[src/rtl/morse_pkg.sv]
// Shared definitions for the morse transmit/receive pair.
// Contents: the receive FSM state encoding, the space and error
// characters, and the gap threshold multipliers. The multipliers are
// expressed in units of MORSE_CYCLES.
package morse_pkg;

   typedef enum logic [1:0] {
      IDLE       = 2'd0,
      MARK       = 2'd1,
      GAP        = 2'd2,
      LETTER_GAP = 2'd3
   } morse_state_e;

   localparam logic [7:0] ASCII_SPACE = 8'h20;
   localparam logic [7:0] ASCII_ERROR = 8'h3F;

   // Letter boundary threshold: gaps of this many units end a letter.
   localparam int unsigned LETTER_GAP_MULT = 2;
   // Word boundary threshold: gaps of this many units end a word.
   localparam int unsigned WORD_GAP_MULT   = 5;

   localparam int unsigned MAX_SYMBOLS = 6;

endpackage

[src/rtl/morse_code_to_ascii.sv]
// Combinational reverse lookup from a morse symbol code to ASCII.
// Ports:
//   code  [5:0] in  : code[i] = 1 for dot, 0 for dash; i = 0 is sent first
//   len   [3:0] in  : number of valid symbols in code (0..6)
//   ascii [7:0] out : decoded character, or '?' on a miss
//   hit         out : 1 when code/len is one of A-Z, 0-9
module morse_code_to_ascii
   import morse_pkg::*;
(
   input  logic [5:0] code,
   input  logic [3:0] len,
   output logic [7:0] ascii,
   output logic       hit
);

   logic [5:0] masked;

   always_comb begin
      // Bits at or above len are not part of the letter.
      masked = code & ~(6'h3F << len);
      ascii  = ASCII_ERROR;
      hit    = 1'b1;
      case ({len, masked})
         {4'd2, 6'd1 }: ascii = "A";
         {4'd4, 6'd14}: ascii = "B";
         {4'd4, 6'd10}: ascii = "C";
         {4'd3, 6'd6 }: ascii = "D";
         {4'd1, 6'd1 }: ascii = "E";
         {4'd4, 6'd11}: ascii = "F";
         {4'd3, 6'd4 }: ascii = "G";
         {4'd4, 6'd15}: ascii = "H";
         {4'd2, 6'd3 }: ascii = "I";
         {4'd4, 6'd1 }: ascii = "J";
         {4'd3, 6'd2 }: ascii = "K";
         {4'd4, 6'd13}: ascii = "L";
         {4'd2, 6'd0 }: ascii = "M";
         {4'd2, 6'd2 }: ascii = "N";
         {4'd3, 6'd0 }: ascii = "O";
         {4'd4, 6'd9 }: ascii = "P";
         {4'd4, 6'd4 }: ascii = "Q";
         {4'd3, 6'd5 }: ascii = "R";
         {4'd3, 6'd7 }: ascii = "S";
         {4'd1, 6'd0 }: ascii = "T";
         {4'd3, 6'd3 }: ascii = "U";
         {4'd4, 6'd7 }: ascii = "V";
         {4'd3, 6'd1 }: ascii = "W";
         {4'd4, 6'd6 }: ascii = "X";
         {4'd4, 6'd2 }: ascii = "Y";
         {4'd4, 6'd12}: ascii = "Z";
         {4'd5, 6'd0 }: ascii = "0";
         {4'd5, 6'd1 }: ascii = "1";
         {4'd5, 6'd3 }: ascii = "2";
         {4'd5, 6'd7 }: ascii = "3";
         {4'd5, 6'd15}: ascii = "4";
         {4'd5, 6'd31}: ascii = "5";
         {4'd5, 6'd30}: ascii = "6";
         {4'd5, 6'd28}: ascii = "7";
         {4'd5, 6'd24}: ascii = "8";
         {4'd5, 6'd16}: ascii = "9";
         default: begin
            ascii = ASCII_ERROR;
            hit   = 1'b0;
         end
      endcase
   end

endmodule

[src/rtl/morse_decoder.sv]
// Morse receiver: measures mark/space durations of a serial morse signal
// and emits one ASCII byte per letter plus one space per word gap.
// Ports:
//   clk_i         in  : clock
//   reset_i       in  : synchronous active-high reset
//   morse_i       in  : asynchronous morse signal, 1 = mark
//   ascii_o [7:0] out : decoded character, held until the next emission
//   valid_o       out : one-cycle pulse qualifying ascii_o / err_o
//   err_o         out : unknown code or more than 6 symbols
//   busy_o        out : letter or word gap pending
module morse_decoder
   import morse_pkg::*;
#(
   parameter int unsigned MORSE_CYCLES = 10
) (
   input  logic       clk_i,
   input  logic       reset_i,
   input  logic       morse_i,
   output logic [7:0] ascii_o,
   output logic       valid_o,
   output logic       err_o,
   output logic       busy_o
);

   localparam int unsigned LETTER_LIMIT = LETTER_GAP_MULT * MORSE_CYCLES;
   localparam int unsigned WORD_LIMIT   = WORD_GAP_MULT * MORSE_CYCLES;
   localparam int unsigned COUNTER_BITS = $clog2(WORD_LIMIT) + 1;

   localparam logic [COUNTER_BITS-1:0] DASH_MIN   = COUNTER_BITS'(LETTER_LIMIT);
   localparam logic [COUNTER_BITS-1:0] LETTER_HIT = COUNTER_BITS'(LETTER_LIMIT - 1);
   localparam logic [COUNTER_BITS-1:0] WORD_HIT   = COUNTER_BITS'(WORD_LIMIT - 1);
   localparam logic [COUNTER_BITS-1:0] COUNT_MAX  = COUNTER_BITS'(WORD_LIMIT);

   logic [1:0]              sync_q;
   logic                    m_s;
   morse_state_e            state_q, state_n;
   logic [COUNTER_BITS-1:0] count_q, count_n;
   logic [5:0]              code_q, code_n;
   logic [3:0]              len_q, len_n;
   logic                    ovf_q, ovf_n;
   logic [7:0]              ascii_n;
   logic                    valid_n, err_n;
   logic                    keep_count;
   logic [7:0]              lut_ascii;
   logic                    lut_hit;

   assign m_s    = sync_q[1];
   assign busy_o = (state_q != IDLE);

   morse_code_to_ascii u_lookup (
      .code  (code_q),
      .len   (len_q),
      .ascii (lut_ascii),
      .hit   (lut_hit)
   );

   always_comb begin
      state_n    = state_q;
      code_n     = code_q;
      len_n      = len_q;
      ovf_n      = ovf_q;
      valid_n    = 1'b0;
      ascii_n    = ascii_o;
      err_n      = err_o;
      keep_count = 1'b0;

      case (state_q)
         IDLE: begin
            code_n = '0;
            len_n  = '0;
            ovf_n  = 1'b0;
            if (m_s) state_n = MARK;
         end
         MARK: begin
            if (!m_s) begin
               if (len_q < 4'(MAX_SYMBOLS)) begin
                  code_n[len_q[2:0]] = (count_q < DASH_MIN);
                  len_n              = len_q + 4'd1;
               end else begin
                  ovf_n = 1'b1;
               end
               state_n = GAP;
            end
         end
         GAP: begin
            if (m_s) begin
               state_n = MARK;
            end else if (count_q == LETTER_HIT) begin
               valid_n = 1'b1;
               if (ovf_q || !lut_hit) begin
                  ascii_n = ASCII_ERROR;
                  err_n   = 1'b1;
               end else begin
                  ascii_n = lut_ascii;
                  err_n   = 1'b0;
               end
               state_n    = LETTER_GAP;
               // Word gap is timed from the end of the last mark, so the
               // count carries on through LETTER_GAP instead of restarting.
               keep_count = 1'b1;
            end
         end
         LETTER_GAP: begin
            if (m_s) begin
               code_n  = '0;
               len_n   = '0;
               ovf_n   = 1'b0;
               state_n = MARK;
            end else if (count_q == WORD_HIT) begin
               valid_n = 1'b1;
               ascii_n = ASCII_SPACE;
               err_n   = 1'b0;
               state_n = IDLE;
            end
         end
         default: begin
            state_n = IDLE;
            code_n  = '0;
            len_n   = '0;
            ovf_n   = 1'b0;
            ascii_n = '0;
            err_n   = 1'b0;
         end
      endcase

      if ((state_n != state_q) && !keep_count) begin
         count_n = '0;
      end else if ((state_q != IDLE) && (count_q != COUNT_MAX)) begin
         count_n = count_q + COUNTER_BITS'(1);
      end else begin
         count_n = count_q;
      end
   end

   always_ff @(posedge clk_i) begin
      if (reset_i) begin
         sync_q  <= '0;
         state_q <= IDLE;
         count_q <= '0;
         code_q  <= '0;
         len_q   <= '0;
         ovf_q   <= 1'b0;
         ascii_o <= '0;
         valid_o <= 1'b0;
         err_o   <= 1'b0;
      end else begin
         sync_q  <= {sync_q[0], morse_i};
         state_q <= state_n;
         count_q <= count_n;
         code_q  <= code_n;
         len_q   <= len_n;
         ovf_q   <= ovf_n;
         ascii_o <= ascii_n;
         valid_o <= valid_n;
         err_o   <= err_n;
      end
   end

endmodule

[config.mk]
export PLATFORM = sky130hd
export DESIGN_NAME = morse_decoder
export DESIGN_NICKNAME = d
export VERILOG_FILES = /design/src/rtl/morse_pkg.sv /design/src/rtl/morse_code_to_ascii.sv /design/src/rtl/morse_decoder.sv
export SDC_FILE = /design/constraint.sdc
export NUM_CORES = 1
export LEC_CHECK = 0
export ABC_AREA = 1
export BUFFER_PORTS_ARGS = -buffer_cell sky130_fd_sc_hd__clkbuf_2
export CORE_MARGIN = 10
export CORE_UTILIZATION = 53
export CTS_CLUSTER_DIAMETER = 50
export DETAILED_ROUTE_END_ITERATION = 8
export HOLD_SLACK_MARGIN = 0.02
export PLACE_DENSITY = 0.7
export SYNTH_ARGS = -nofsm -noshare
export SYNTH_HDL_FRONTEND = slang
export SYNTH_SLANG_ARGS = --single-unit
[constraint.sdc]
create_clock -name clk_i -period 6.1 [get_ports clk_i]
set_clock_uncertainty 0.05 [all_clocks]
set_input_delay 0.305 -clock clk_i [delete_from_list [all_inputs] [get_ports clk_i]]
set_output_delay 0.305 -clock clk_i [all_outputs]
set_load 0.005 [all_outputs]
# Word-level counts from Yosys, hierarchy flattened
# Index checks and enable logic that the tools add are counted.
dict set report word_totals {
  ff_bits 32
  inputBits 3
}
dict set report op_classes {
  n_addsub 2
  order_cmp 4
  eq_ne 51
  shifts 1
  muxes 42
  n_bitwise 2
  reduce_logical 15
}
# operator n
set op_table {}
lappend op_table {{7-bit case mux with 36 select lines} 1}
lappend op_table {{10-bit by 9-bit == test with 1-bit output (second input constant)} 22}
lappend op_table {{10-bit by 8-bit == test with 1-bit output (second input constant)} 12}
lappend op_table {{8-bit 2-to-1 mux} 5}
lappend op_table {{36-bit OR reduction} 1}
lappend op_table {{10-bit by 7-bit == test with 1-bit output (second input constant)} 2}
lappend op_table {{6-bit 2-to-1 mux} 3}
lappend op_table {{6-bit case mux with 3 select lines} 1}
lappend op_table {{2-bit inequality test (second input constant)} 8}
lappend op_table {{8-bit case mux with 2 select lines} 1}
lappend op_table {{1-bit 2-to-1 mux} 15}
lappend op_table {{2-bit 2-to-1 mux} 6}
lappend op_table {{4-bit 2-to-1 mux} 3}
lappend op_table {{4-bit case mux with 3 select lines} 1}
lappend op_table {{2-bit case mux with 4 select lines} 1}
lappend op_table {{4-bit AND reduction} 2}
lappend op_table {{7-bit by 1-bit adder with 7-bit output (second input constant)} 1}
lappend op_table {{7-bit by 5-bit == test with 1-bit output (second input constant)} 1}
lappend op_table {{7-bit by 6-bit == test with 1-bit output (second input constant)} 1}
lappend op_table {{7-bit by 5-bit less-than comparator with 1-bit output (second input constant)} 1}
lappend op_table {{7-bit by 6-bit inequality test with 1-bit output (second input constant)} 1}
lappend op_table {{6-bit AND} 1}
lappend op_table {{6-bit bitwise mux} 1}
lappend op_table {{6-bit inverter} 1}
lappend op_table {{19 further kinds} 25}

# Logic depth before layout (Yosys ltp)
# Gate-level depths: netlist of run 1.
dict set report depth {
  word_depth 12
  mapped_depth 16
  ltp_nobuf 16
}

# Cells and area by module
# A second synthesis of run 1 with hierarchy kept.
dict set report unflattened {
  hier_cells 402
  area_unflattened_um2 2582.5
}
# module n_inst cells_per_inst area_per_inst_um2
set modules_own_cells {}
lappend modules_own_cells {morse_decoder 1 223 1669.1}
lappend modules_own_cells {morse_code_to_ascii 1 179 913.4}

# Worst setup path before layout of run 1
# Ideal clock, no wire load.
dict set report synth_timing {
  path_type {register to register}
  start {register len_q[0]}
  end {register ascii_o[6]}
  t_arrival_ns 1.943
  required_ns 5.938
  slack_ns 3.995
  path_stages_with_launch 17
  n_path_buf 0
  synth_period_minus_slack_ns 2.105
  cell_sequence {dfxtp_1 inv_1 ha_1 nand2_1 nand2_1 nand2_1 nor2_2 nand2_1 nand2_1 nor2_1 nand2_1 nor2_2 nand3_2 nand2_2 nor2_1 nor2_1 nor2_1}
}
dict set report synth_between {
  elab_chain_cells 12
  word_cells_on_any_way 48
}
# element line
set synth_rtl {}
lappend synth_rtl {{start, declared} morse_decoder.sv:39} ;# logic [3:0] len_q, len_n;
lappend synth_rtl {{start signal, assigned} morse_decoder.sv:151} ;# len_q <= len_n;
lappend synth_rtl {{6-bit by 4-bit left shift with 6-bit output} morse_code_to_ascii.sv:20} ;# masked = code & ~(6'h3F << len);
lappend synth_rtl {{6-bit inverter} morse_code_to_ascii.sv:20}
lappend synth_rtl {{6-bit AND} morse_code_to_ascii.sv:20}
lappend synth_rtl {{10-bit by 8-bit == test with 1-bit output (tied with other cells)} morse_code_to_ascii.sv:23} ;# case ({len, masked})
lappend synth_rtl {{36-bit OR reduction (no line)} n/a}
lappend synth_rtl {{1-bit 2-to-1 mux} morse_code_to_ascii.sv:23}
lappend synth_rtl {{1-bit logical NOT} morse_decoder.sv:90} ;# if (ovf_q || !lut_hit) begin
lappend synth_rtl {{1-bit logical OR} morse_decoder.sv:90}
lappend synth_rtl {{8-bit 2-to-1 mux *} morse_decoder.sv:90}
lappend synth_rtl {{8-bit 2-to-1 mux *} morse_decoder.sv:88} ;# end else if (count_q == LETTER_HIT) begin
lappend synth_rtl {{8-bit 2-to-1 mux *} morse_decoder.sv:86} ;# if (m_s) begin
lappend synth_rtl {{8-bit case mux with 2 select lines *} morse_decoder.sv:67} ;# case (state_q)
lappend synth_rtl {{end signal, assigned} morse_decoder.sv:153} ;# ascii_o <= ascii_n;
lappend synth_rtl {{end, declared} morse_decoder.sv:19} ;# output logic [7:0] ascii_o,
# Mark *: on every way between the ends. The rest lies on a longest branch, timed or not. The select of a mux whose other input is x is not followed.
# A chain may end at the register's enable or synchronous reset.

# Worst setup path after layout of run 1
dict set report layout_timing {
  start {register len_q[0]}
  end {register ascii_o[2]}
}
# Same word-level chain as after synthesis.

==> impl_metrics.tcl, run 1 <==
set metrics [dict create \
    r2r-start "len_q[0]" \
    area_delta_synth_final_pct 7.84 \
    setup_ws_ps 3580 \
    cts_root_buffer "clkbuf_8" \
    hold_violations 0 \
    cts_max_level 2 \
    slew_headroom_pct 52.8 \
    vias 2519 \
    yosys_warnings 0 \
    rsz0062_at_grt "false" \
    drt-wirelength-per-cell_um 13.2 \
    synth_async_sr_flop_share_pct 0 \
    maxSlewViolCount 0 \
    cellPowerDensity_mw_per_mm2 173 \
    drtIter0Drc 200 \
    rows 24 \
    start_kind "flip-flop" \
    yosys-top-cells-area "dfxtp_1 (25%), nand2_1 (13%), nor2_1 (10%)" \
    crit_arrival_ps 2680 \
    reg2reg_to "ascii_o[2]" \
    synthDistinctLibCells 34 \
    wl_met1_um 2820 \
    vdd_drop_max_v 0.000204 \
    die_h_um 88.1 \
    io_buffers 12 \
    pin_count 14 \
    crit_path_end_kind "flip-flop" \
    holdBufCountCts 0 \
    met2_length_um 2800 \
    final.setup.tns_ps 0 \
    hp-class "in2reg" \
    synth.most_common_cell "nand2_1" \
    place_hpwl_um 4770 \
    hold_depth 3 \
    wirelength_um 6120 \
    fin_crit_sh_pct 41.4 \
    syn_nets 414 \
    total_power_mw 0.458 \
    cts_buffers 5 \
    outcome "finished, final reports clean" \
    path_class "reg2reg" \
    grt_max_degree 21 \
    core-area_mm2 0.00441 \
    finalSetupViolCount 0 \
    path_max_fanout 8 \
    synth_cells 398 \
    hold_end "sync_q[0]" \
    nFillCells 462 \
    final.min_clock_period_ps 2520 \
    clock_sinks 31 \
    syn-cell-area_mm2 0.00246 \
    fmax_ghz 0.396 \
    synthFlopType "dfxtp_1" \
    drc 0 \
    gp_congestion 0.970 \
    viasPerCell 5.43 \
    clk_transition_reported_paths_ps 70 \
    diodes 0 \
    avgSynthCellArea_um2 6.18 \
    dp_slack_ps 3640 \
    ys_seq_elements 31 \
    drive_gt1_share_pct 11.4 \
    postRouteAntennaNets 0 \
    routed-wl-met3_um 338 \
    yosysSeqAreaShare_pct 25.2 \
    postCtsSetupBuffers 0 \
    insertion_delay_ps 280 \
    grt_pass1_vias 2382 \
    cts_resized 0 \
    regToRegSetupSlack_ps 3580 \
    reg2reg_depth 13 \
    dr.pass1.iters 5 \
    initial_core_util_pct 55.7 \
    top_layer "met4" \
    hold_start "morse_i" \
    yosysTopAreaCell "dfxtp_1" \
    nets 427 \
    tightest_slew_ps 700 \
    drv_cap 0 \
    cts_tree "built" \
    synthTopCellsByCount "nand2_1 (86), nor2_1 (68), inv_1 (55)" \
    synth_edf_count 0 \
    cts.path.max_buffers 2 \
    die_area_mm2 0.00776 \
    antenna_found_initial 0 \
    grt_first_pass_wirelength_um 10900 \
    synth_top_area_share_pct 25.2 \
    grt_use_total_pct 17.1 \
    die_w_um 88.1 \
    grt-ovfl-total 0 \
    leakage_nw 1.30 \
    critPathRequiredTime_ps 6260 \
]
metal layers:
metal,up-vias,global-route usage [%]
met5,-,0
met4,0,7.56
met3,19,3.16
met2,84,27.4
met1,1121,21.8
li1,1295,-
placed cells by master, fill, tap and decap left out, types with 2 or more instances in the layout:
cell and n:
o21ai_0 19, inv_2 4, a21oi_1 22, ha_1 13, nand3_1 24, nand4_1 15
o211ai_1 2, clkbuf_2 12, nor2_1 68, inv_1 55, nor2_2 6, nand2_1 86
xor2_1 4, nand3_2 3, clkbuf_8 6, nor3_1 11, dfxtp_1 31, o21a_1 2
xnor2_1 2, a21boi_0 4, nand2_4 4, nand2_2 7
flip-flops by register name, summed over array words and instances, names as in the netlist:
name,cells
ascii_o,7
count_q,7
code_q,6
len_q,4
state_q,2
sync_q,2
err_o,1
ovf_q,1
valid_o,1
critical path: stages, from the launching register on:
cell and delay [ps]:
dfxtp_1 480, inv_1 170, ha_1 330, a21boi_1 300, nor2_1 80, nand3_1 120
nand2_1 100, nor2_1 100, nand2_1 90, nor2_1 170, nand3_2 120, nand2_2 100
nand2_4 70, a21oi_1 150
worst max-delay path by stage:
stage / from / depth (start not counted) / end / slack [ps]
2_1_floorplan: len_q[0] / 16 / ascii_o[6] / 3990
3_3_place_gp: len_q[0] / 13 / ascii_o[4] / 3680
3_5_place_dp: len_q[0] / 15 / ascii_o[2] / 3640
4_1_cts: len_q[0] / 13 / ascii_o[2] / 3590
5_1_grt: len_q[0] / 15 / ascii_o[2] / 3260
6_report: len_q[0] / 13 / ascii_o[2] / 3580
cell type report:
type | instances | area [um^2] | area share (%)
multi-input combinational | 302 | 1570 | 59.1
sequential | 31 | 621 | 23.4
clock buffer | 6 | 82.6 | 3.11
inverter | 59 | 221 | 8.35
timing repair buffer | 12 | 60.1 | 2.27
clock inverter | 2 | 35.0 | 1.32
tap | 52 | 65.1 | 2.45
power by group:
part / switching [mW] / internal [mW] / leakage, nW
Combinational: 0.0265 / 0.0118 / 0.984
Clock: 0.0790 / 0.132 / 0.0612
Sequential: 0.00342 / 0.205 / 0.250
through the flow:
stage               instance area [um^2]  instances  utilization [%]  hold WS, ps
floorplan                           2460        398                -          338
global placement                    2530        456             57.4          342
detailed placement                  2530        456             57.4          348
CTS                                 2650        464             60.1          152
global route                        2650        464             60.1          184
finish                              2650        464             60.1          157
logic make-up (layout without fill, tap and decap cells):
kind of cell / count (synthesis) / in the layout / share of synthesized area, %
AOI/OAI and AO/OA: 53 / 53 / 12.0
xor gates and xnor gates: 6 / 6 / 2.14
adders and majority gates: 13 / 13 / 6.62
buffers and inverters: 65 / 79 / 11.0
DFF: 31 / 31 / 25.2
other: 1 / 1 / 0.153
and+or+nand+nor: 229 / 229 / 42.8
(Power assumes the default switching activity.)
==> run 2, diff against run 1 <==
--- a/config.mk
+++ b/config.mk
@@ -5,14 +5,14 @@
 export SDC_FILE = /design/constraint.sdc
 export NUM_CORES = 1
 export LEC_CHECK = 0
-export ABC_AREA = 1
+export ABC_AREA = 0
 export BUFFER_PORTS_ARGS = -buffer_cell sky130_fd_sc_hd__clkbuf_2
 export CORE_MARGIN = 10
 export CORE_UTILIZATION = 53
 export CTS_CLUSTER_DIAMETER = 50
 export DETAILED_ROUTE_END_ITERATION = 8
 export HOLD_SLACK_MARGIN = 0.02
-export PLACE_DENSITY = 0.7
+export PLACE_DENSITY = 0.73
 export SYNTH_ARGS = -nofsm -noshare
 export SYNTH_HDL_FRONTEND = slang
 export SYNTH_SLANG_ARGS = --single-unit
==> constraint.sdc (replaced) <==
create_clock -name clk_i -period 2.18 [get_ports clk_i]
set_clock_uncertainty 0.05 [all_clocks]
set_input_delay 0.109 -clock clk_i [delete_from_list [all_inputs] [get_ports clk_i]]
set_output_delay 0.109 -clock clk_i [all_outputs]
set_load 0.005 [all_outputs]
==> run 2 against run 1 <==
Effect of this change: the flow now finishes with violations (setup timing); maximum frequency shrank 3.1%; worst setup slack worse by 4000 ps; critical path depth down 4; synthesized area shrank 5.8%; critical path type unchanged; highest routed layer unchanged; first-iteration DRC count rose by 51%; register-to-register slack worse by 4000 ps; sequential power rose to 2.8 times the previous value; core utilization up 22 points.
==> impl_metrics.tcl, run 2 <==
set metrics [dict create \
    outcome "finished with violations" \
    violations "setup timing" \
    initial_core_util_pct 56.3 \
    drt-wirelength-per-cell_um 17.5 \
    crit_arrival_ps 2740 \
    regToRegSetupSlack_ps -420 \
    p_int_mw 1.01 \
    reg2reg_depth 9 \
    postRouteAntennaNets 0 \
    utilization_pct 82.1 \
    synth_top_area_share_pct 26.8 \
    maxSlewViolCount 0 \
    cts.path.max_buffers 2 \
    yosys_warnings 0 \
    final.setup.tns_ps -2490 \
    rows 23 \
    leakage_nw 1.39 \
    cts_root_buffer "clkbuf_8" \
    clock_sinks 31 \
    placedCellCount 442 \
    grt_pass1_vias 2572 \
    reg_top3 "ascii_o: 7 flops, count_q: 7 flops, code_q: 6 flops" \
    avgSynthCellArea_um2 7.52 \
    viasPerCell 6.08 \
    synth_async_sr_flop_share_pct 0 \
    antenna_found_initial 0 \
    synthDistinctLibCells 62 \
    power_frac_comb_pct 11.1 \
    drv_cap 0 \
    setup_ws_ps -424 \
    fin_crit_sh_pct 119 \
    grt_use_total_pct 20.1 \
    switchingPower_mw 0.306 \
    drive_gt1_share_pct 37.7 \
    hold_depth 2 \
    drtIter0Drc 301 \
    final.min_clock_period_ps 2600 \
    hp-class "in2reg" \
    drc 0 \
    stdcell_count 458 \
    die_area_mm2 0.00741 \
    path_class "reg2reg" \
    finalSetupViolCount 8 \
    r2r-start "len_q[1]" \
    core-area_mm2 0.00412 \
    critPathRequiredTime_ps 2320 \
    fmax_ghz 0.384 \
    reg2reg_to "ascii_o[3]" \
    rsz0062_at_grt "true" \
    wirelength_um 8010 \
    diodes 0 \
    dr.pass1.iters 5 \
    gp_congestion 0.996 \
    yosysSeqAreaShare_pct 26.8 \
    hold_end "ascii_o[0]" \
    cellPowerDensity_mw_per_mm2 389 \
    seq_power_share_pct 44.1 \
    io_buffers 12 \
    synth_cells 308 \
    hold_start "reset_i" \
    cts_tree "built" \
    placed_area_mm2 0.00308 \
    insertion_delay_ps 280 \
    synth.most_common_cell "nor2_1" \
    place_hpwl_um 5520 \
    path_max_fanout 8 \
    p_sw_share_pct 23.3 \
    area_delta_synth_final_pct 45.9 \
    dp_slack_ps -287 \
    cts_buffers 5 \
    clk_transition_reported_paths_ps 70 \
    slew_headroom_pct 58.1 \
    syn-cell-area_mm2 0.00232 \
    layout_common_cells "buf_4 (92), nor2_1 (33), dfxtp_1 (25)" \
    layout_commonest_cell "buf_4" \
    crit_path_end_kind "flip-flop" \
    synthTopCellsByCount "nor2_1 (34), dfxtp_1 (31), nand2_1 (23)" \
    vdd_drop_max_v 0.000445 \
    grt_first_pass_wirelength_um 12300 \
    start_kind "flip-flop" \
    pin_count 14 \
    die_w_um 86.1 \
    yosysTopAreaCell "dfxtp_1" \
    ys_seq_elements 31 \
    path_cells "clkinv_4 -> ha_4 -> and3b_1 -> and4b_2 -> o21ai_1 -> o221ai_1 -> or3_4 -> o41a_1 -> a31oi_1" \
    grt-ovfl-total 0 \
    synthFlopType "dfxtp_1" \
    die_h_um 86.1 \
    slowest_stage "o41a_1" \
    nFillCells 264 \
    whs_ps 313 \
    nets 423 \
    tightest_slew_ps 623 \
    hold_violations 0 \
    fin_area_mm2 0.00338 \
    pwr-share-clk_pct 44.8 \
    total_power_mw 1.31 \
    yosys-top-cells-area "dfxtp_1 (27%), ha_1 (7.0%), nor2_1 (5.5%)" \
    cts_max_level 2 \
    grt_max_degree 27 \
    slowest_delay_ps 470 \
    syn_nets 324 \
    synth_edf_count 0 \
    vias 2784 \
]
## run 2: timing repair
action | CTS | global route
resized for setup | 11 | 24
pin swaps | 3 | 12
hold buffers | 1 | 0
setup buffers | 3 | 4
endpoints found under the hold margin | 1 | 0
endpoints found under the setup margin | 8 | 21
## run 2: power by group through the flow
| stage | logic (mW) | registers, mW | clock network [mW] |
|---|---|---|---|
| after floorplan | 0.0835 | 0.591 | 0 |
| after global placement | 0.122 | 0.594 | 0 |
| after detailed placement | 0.124 | 0.594 | 0 |
| after CTS | 0.129 | 0.580 | 0.594 |
| after global routing | 0.158 | 0.580 | 0.617 |
| final | 0.145 | 0.580 | 0.588 |
## run 2: layout make-up
class                      instances  area [um^2]  area share (%)
multi-input combinational        246         1680            49.8
clock inverter                     2         35.0            1.04
tap                               50         62.6            1.85
inverter                          13         53.8            1.59
sequential                        31          636            18.8
clock buffer                       6         82.6            2.44
timing repair buffer             110          826            24.4
## run 2: how the worst max path moves through the flow
stage            endpoint  slack [ps]  cells after the start     start
4_1_cts        ascii_o[2]        -310                      7  len_q[1]
2_1_floorplan  ascii_o[3]        -320                     11  len_q[1]
6_report       ascii_o[3]        -420                      9  len_q[1]
3_5_place_dp   ascii_o[3]        -290                      9  len_q[0]
3_3_place_gp   ascii_o[3]        -260                      7  len_q[2]
5_1_grt        ascii_o[3]        -470                      7  len_q[1]
## run 2: worst max-delay path: cells and delay by family (launching register included)
family          cells  cell delay, ps
fa+ha+maj           1             190
compound gates      4            1000
flops               1             390
simple gates        3             810
buf+inv             1              60
## run 2: logic make-up after synthesis
family	share of synthesized area [%]
compound gates	28.6
xor+xnor	3.03
fa+ha+maj	7.02
buf+inv	5.78
flops	26.8
mux	0.918
other cells	0.162
simple gates	27.7
## run 2: routing by layer
metal,wire length [um],global-route usage (%),vias to the layer above
li1,-,-,1337
met1,3360,24.3,1280
met2,3780,33.2,139
met3,574,3.97,28
met4,298,9.13,0
met5,0,0,-
